### src/rtl/fetch_queue.sv
// rtl/fetch_queue.sv - instruction prefetch queue with branch redirect (optional FQ_BYPASS_EN empty-queue bypass)
module fetch_queue #(
  parameter int          DEPTH    = 4,
  parameter logic [7:0]  RESET_PC = 8'h00
) (
  input  logic                     clock,
  input  logic                     reset,
  input  logic                     jump,
  input  logic [7:0]               jump_target,
  output logic                     imem_req,
  output logic [7:0]               imem_addr,
  input  logic [7:0]               imem_rdata,
  input  logic                     out_ready,
  output logic                     out_valid,
  output logic [7:0]               out_instr,
  output logic [7:0]               out_pc,
  output logic                     jumped,
  output logic [$clog2(DEPTH):0]   occupancy
);

  localparam int PW = $clog2(DEPTH);
  localparam int CW = PW + 1;
  localparam logic [CW:0] DEPTH_W = (CW+1)'(DEPTH);

  typedef enum logic {ST_RUN, ST_REDIRECT} state_t;

  state_t          state_q, state_d;
  logic [7:0]      fetch_pc_q, fetch_pc_d;
  logic            inflight_q, inflight_d;
  logic [7:0]      inflight_pc_q, inflight_pc_d;
  logic [PW-1:0]   rd_ptr_q, rd_ptr_d;
  logic [PW-1:0]   wr_ptr_q, wr_ptr_d;
  logic [CW-1:0]   count_q, count_d;
  logic            jumped_q, jumped_d;
  logic [7:0]      mem_pc_q [DEPTH];
  logic [7:0]      mem_pc_d [DEPTH];
  logic [7:0]      mem_instr_q [DEPTH];
  logic [7:0]      mem_instr_d [DEPTH];

  logic            head_pop;
  logic            returning;
  logic            bypass_valid;
  logic            bypass_take;
  logic            push;
  logic [CW:0]     pending;

  // Handshake decode, credit check and output muxing.
  always_comb begin
    head_pop  = (count_q != '0) && out_ready;
    returning = inflight_q && !jump;
`ifdef FQ_BYPASS_EN
    bypass_valid = returning && (count_q == '0);
`else
    bypass_valid = 1'b0;
`endif
    bypass_take = bypass_valid && out_ready;
    push        = returning && !bypass_take;
    // Entries after this edge, counting the word in flight; a same-cycle pop frees a credit.
    pending  = {1'b0, count_q} + (CW+1)'(inflight_q && !bypass_take) - (CW+1)'(head_pop);
    imem_req = !reset && (state_q == ST_RUN) && (pending < DEPTH_W);
    imem_addr = fetch_pc_q;
    out_valid = (count_q != '0) || bypass_valid;
    out_instr = bypass_valid ? imem_rdata    : mem_instr_q[rd_ptr_q];
    out_pc    = bypass_valid ? inflight_pc_q : mem_pc_q[rd_ptr_q];
    jumped    = jumped_q;
    occupancy = count_q;
  end

  // Next-state logic: a jump clears the queue and kills the in-flight word.
  always_comb begin
    state_d       = state_q;
    fetch_pc_d    = fetch_pc_q;
    inflight_d    = inflight_q;
    inflight_pc_d = inflight_pc_q;
    rd_ptr_d      = rd_ptr_q;
    wr_ptr_d      = wr_ptr_q;
    count_d       = count_q;
    jumped_d      = 1'b0;
    mem_pc_d      = mem_pc_q;
    mem_instr_d   = mem_instr_q;
    if (jump) begin
      state_d    = ST_REDIRECT;
      fetch_pc_d = jump_target;
      inflight_d = 1'b0;
      rd_ptr_d   = '0;
      wr_ptr_d   = '0;
      count_d    = '0;
      jumped_d   = 1'b1;
    end else begin
      state_d    = ST_RUN;
      inflight_d = imem_req;
      if (imem_req) begin
        fetch_pc_d    = fetch_pc_q + 8'd1;
        inflight_pc_d = fetch_pc_q;
      end
      if (push) begin
        mem_pc_d[wr_ptr_q]    = inflight_pc_q;
        mem_instr_d[wr_ptr_q] = imem_rdata;
        wr_ptr_d              = wr_ptr_q + 1'b1;
      end
      if (head_pop) begin
        rd_ptr_d = rd_ptr_q + 1'b1;
      end
      count_d = count_q + CW'(push) - CW'(head_pop);
    end
  end

  // State and storage registers with asynchronous reset.
  always_ff @(posedge clock or posedge reset) begin
    if (reset) begin
      state_q       <= ST_RUN;
      fetch_pc_q    <= RESET_PC;
      inflight_q    <= 1'b0;
      inflight_pc_q <= 8'h00;
      rd_ptr_q      <= '0;
      wr_ptr_q      <= '0;
      count_q       <= '0;
      jumped_q      <= 1'b0;
      for (int i = 0; i < DEPTH; i++) begin
        mem_pc_q[i]    <= 8'h00;
        mem_instr_q[i] <= 8'h00;
      end
    end else begin
      state_q       <= state_d;
      fetch_pc_q    <= fetch_pc_d;
      inflight_q    <= inflight_d;
      inflight_pc_q <= inflight_pc_d;
      rd_ptr_q      <= rd_ptr_d;
      wr_ptr_q      <= wr_ptr_d;
      count_q       <= count_d;
      jumped_q      <= jumped_d;
      mem_pc_q      <= mem_pc_d;
      mem_instr_q   <= mem_instr_d;
    end
  end

endmodule

### config.mk
export PLATFORM = sky130hd
export DESIGN_NAME = fetch_queue
export DESIGN_NICKNAME = d
export VERILOG_FILES = /design/src/rtl/fetch_queue.sv
export SDC_FILE = /design/constraint.sdc
export NUM_CORES = 1
export LEC_CHECK = 0
export ABC_AREA = 0
export ABC_CLOCK_PERIOD_IN_PS = 8700
export CORE_MARGIN = 8
export CORE_UTILIZATION = 35
export CTS_CLUSTER_DIAMETER = 200
export DETAILED_ROUTE_END_ITERATION = 16
export PLACE_DENSITY_LB_ADDON = 0.12
export REMOVE_ABC_BUFFERS = 1
export SYNTH_ARGS = -nofsm -noshare
export SYNTH_HDL_FRONTEND = slang
export SYNTH_SLANG_ARGS = --single-unit
export TNS_END_PERCENT = 50
### constraint.sdc
create_clock -name clock -period 8.7 [get_ports clock]
set_clock_uncertainty 0.2 [all_clocks]
set_input_delay 1.74 -clock clock [delete_from_list [all_inputs] [get_ports clock]]
set_output_delay 1.74 -clock clock [all_outputs]
set_load 0.005 [all_outputs]
; Word-level counts from Yosys, hierarchy flattened
; Cells that the tools add are included.
[word_totals]
regBits = 89
inputBits = 20
output_inout_bits = 30
elab_cells = 62
[op_classes]
addsub = 7
order_cmp = 4
mux = 19
bitwise_logic = 4
reduce_logical = 13
[ops]
columns = op, count
row1 = 32-bit bitwise mux, 2
row2 = 8-bit 2-to-1 mux, 7
row3 = 8-bit binary-select mux with 2-bit select, 2
row4 = 8-bit demux with 2-bit select, 1
row5 = "8-bit by 1-bit adder with 8-bit output, second input constant", 1
row6 = 2-bit 2-to-1 mux, 4
row7 = "3-bit >= comparator, second input constant", 2
row8 = 2-bit NOT with 3-bit output, 2
row9 = 2-bit nonzero test, 3
row10 = 1-bit logical AND, 5
row11 = "2-bit by 1-bit adder with 2-bit output, second input constant", 2
row12 = 3-bit by 1-bit adder with 4-bit output, 1
row13 = "4-bit by 3-bit less-than comparator with 1-bit output, second input constant", 1
row14 = 2-bit AND reduction, 2
row15 = 4-bit by 1-bit subtractor with 4-bit output, 1
row16 = 3-bit by 1-bit adder with 3-bit output, 1
row17 = "3-bit by 1-bit less-than comparator with 1-bit output, second input constant", 1
row18 = 3-bit 2-to-1 mux, 1
row19 = 3-bit nonzero test, 1
row20 = 3-bit by 1-bit subtractor with 3-bit output, 1
row21 = 1-bit zero test, 2
row22 = 1-bit 2-to-1 mux, 2
row23 = 1-bit NOT, 2

; Depth between registers and ports, before layout
[logic_depth]
word_depth = 7
ltp_mapped = 10
depth_no_buf = 10

; Least setup slack after synthesis
; No wires, ideal clock.
[synth_path]
kind = input-to-output
start = input port out_ready
end = output port imem_req
arrival_ps = 3335
required_ps = 6760
setup_slack_ps = 3425
cell_stages = 8
n_path_buf = 1
path_cell_list = o31a_1 > ha_1 > inv_1 > ha_1 > and3b_1 > or4_4 > buf_6 > nand2_1
[synth_via]
elab_chain_cells = 4
[synth_rtl]
columns = element, line
row1 = from (decl), 13  ; input logic out_ready,
row2 = 1-bit logical AND, 49  ; head_pop = (count_q != '0) && out_ready;
row3 = 4-bit by 1-bit subtractor with 4-bit output, 59  ; pending = {1'b0, count_q} + (CW+1)'(inflight_q && !bypass_take) - (CW+1)'(head_pop);
row4 = 4-bit by 3-bit less-than comparator with 1-bit output, 60  ; imem_req = !reset && (state_q == ST_RUN) && (pending < DEPTH_W);
row5 = 1-bit logical AND, 60
row6 = to (decl), 10  ; output logic imem_req,
; Every way passes these cells.

; Worst setup path after layout
; Ends and elaborated chain as after synthesis.

==> reports/results.ini <==
[power_and_ir_drop]
peakVddDrop_mv = 0.09686
power_leakage_nw = 2.352
power_density_nw_per_um2 = 277.6

[floorplanning]
fp.coreArea_um2 = 11860
rows = 40
ios = 50
die_h_um = 125.5
start_util = 0.3537
fp.dieW_um = 125.5
dieArea_um2 = 15750

[critical_path]
worstPathCellList = clkdlybuf4s50_1 > o31a_1 > ha_1 > inv_1 > ha_1 > and3b_1 > or4_4 > nand2_1 > clkdlybuf4s50_1
cp.arrival_ps = 4390
worstSetupPathType = input pin to output port
rr_startpoint = occupancy[1]
r2r_setup_slack_ps = 5470
path_max_fanout = 14
rr_endpoint = inflight_pc_q[0]
worst-r2r-cell-count = 8
endpoint_kind = output port
slowest_stage = or4_4
cp_slowest_stage_delay_ps = 630
cp.required_ps = 6760
worstSetupStartpointType = input pin
critPathLaunch = out_ready

[layout]
finalInstanceArea_um2 = 5155
instances_no_fill = 494
nets = 373
layout-drive-gt1-share = 0.3199
final_util = 0.4346
area_growth_pct = 22.87
n_antenna_cell = 0
fillers = 1058

[logic_synthesis]
synth_common_cells = dfrtp_1, mux2_2, mux4_2
async_reset_ff_frac = 1.000
synthAdderAreaFrac = 0.03460
synth_top_family_by_area = multiplexers
syn_inst = 293
syn_area_per_cell_um2 = 14.32
synth_simple_gate_area_frac = 0.06770
yosys_warnings = 0
synth_edf_count = 0
synth_top_cell_area_share = 0.5309
yosysUniqueCellTypes = 39
synth_flop_cell = dfrtp_1
yosys-top-cells-area = dfrtp_1, mux2_2, mux4_2
synth_seq_cells = 89
synth_seq_area_share = 0.5309
synth_area_um2 = 4195
synth_mux_area_frac = 0.2887
yosys.area.top_type = dfrtp_1
synth_xor_xnor_area_share = 0.01044
yosysMostFrequentCell = dfrtp_1
synth_compound_area_frac = 0.03967

[clock_network]
htreeDepth = 3
cts.sinks = 89
cts_buffer_depth = 2
clkLatencyLatePin_ps = 330
post-cts-setup-buffers = 0
clk_pin_slew_ps = 60
cts_resized = 0
cts_tree = yes
ctsHoldBuffers = 0
cts_buffers = 9
root_buffer = clkbuf_16

[timing]
hold_ws_ps = 301.0
period_needed_ps = 6332
setup_viol = 0
slew_violations = 0
hold_viol = 0
rsz0062_at_grt = no
setup-tns-final_ps = 0
worst_slew_pin_slew_ps = 1069
fmax_ghz = 0.1579
max-slew-margin-rel = 0.2874
fin_crit_sh = 0.7278

[global_routing]
grtUsageTotal = 0.1121
antenna_found_initial = 0
grt_max_degree = 61
grt_pass1_vias = 2735
grt_overflow = 0
grt_pass1_wl_mm = 14.14

[min_path]
min_from = mem_pc_q[1]
hold_end = mem_pc_q[1]
hold_depth = 1
min-delay-path-class = register to register

[route]
drcViolationCount = 0
route.vias.total = 2547
wire_per_inst_um = 16.96
first_iter_violations = 120
firstDrtPassIters = 5
viasPerCell = 5.156
antenna_left = 0
drt_wl_total_mm = 8.378

[placed_design]
gp_congestion = 0.7435
placed_cell_area_um2 = 4828
place_hpwl_mm = 5.510
portBuffers = 49
dp_cells = 478

[flow_run]
maxCapViolations = 0

[status]
status = finished, final reports clean

[report_power, final]
part | total (mW) | switching [mW] | internal [mW] | leakage, nW
clock | 0.406 | 0.152 | 0.254 | 0.158
sequential | 0.583 | 0.0830 | 0.500 | 1.17
combinational | 0.443 | 0.153 | 0.290 | 1.02
[cell type report]
cell class	count	area [µm²]	area share
Tap cell	147	183.9	0.03568
Timing Repair Buffer	53	520.5	0.1010
Multi-Input combinational cell	177	1851	0.3590
Sequential cell	89	2227	0.4320
Clock buffer	13	280.3	0.05437
Inverter	12	46.29	0.008981
Clock inverter	3	46.29	0.008981
[cells in the final DEF, fill, tap and decap left out, drive strengths merged, types with 2 or more instances in the layout]
cell           synthesis  routed
dfrtp                 89      89
ha                    10      10
and4b                  3       3
or4                    2       2
o211ai                 2       2
a21oi                  4       4
a2111o                 3       3
a22o                   2       2
xor2                   2       2
a22oi                  2       2
clkinv                 0       2
o21ai                  2       2
mux2                  72      72
inv                   12      11
nor2                   9       9
xnor2                  3       3
buf                    5       4
nand3                 12      12
nor2b                  6       6
clkbuf                10      13
nor4                   3       3
nand2                  9       9
a221o                  2       2
mux4                  16      16
clkdlybuf4s50          0      49
or3                    3       3
[worst max-delay path by stage]
stage	endpoint	slack (ps)
after floorplan	imem_req	3430
after CTS	imem_req	2360
after detailed placement	imem_req	2380
final	imem_req	2370
after global routing	imem_req	2230
after global placement	imem_req	2400
[critical path, delay by kind of cell]
family / cells / cell delay [ps]
AND/OR/NAND/NOR: 3 / 980
AO/OA/AOI/OAI: 1 / 230
buffers and inverters: 3 / 1010
adder cells (fa/ha/maj): 2 / 430
[logic make-up after synthesis]
logic type	Yosys count
compound gates	21
xor+xnor	5
fa+ha+maj	11
buf+inv	27
flops	89
mux	89
simple gates	51
[state kept, by name, summed over array words and instances, names as in the netlist]
| name | flops |
|---|---|
| mem_pc_q | 32 |
| mem_instr_q | 32 |
| inflight_q | 1 |
| inflight_pc_q | 8 |
| jumped | 1 |
| occupancy | 3 |
| rd_ptr_q | 2 |
| imem_addr | 8 |
| wr_ptr_q | 2 |
[per-stage QoR]
step / power, mW / setup slack, ps
after floorplan: 0.8272 / 3428
after global routing: 1.522 / 2225
after global placement: 1.036 / 2403
after CTS: 1.456 / 2357
after detailed placement: 1.042 / 2376
final: 1.431 / 2368
[metal layers]
metal,up-vias,wire length [µm],global-route usage
met4,0,93,0.03725
met5,-,0,0
li1,1181,-,-
met2,66,3732,0.1701
met1,1291,4075,0.1460
met3,9,477,0.03910
(Power assumes the default switching activity.)
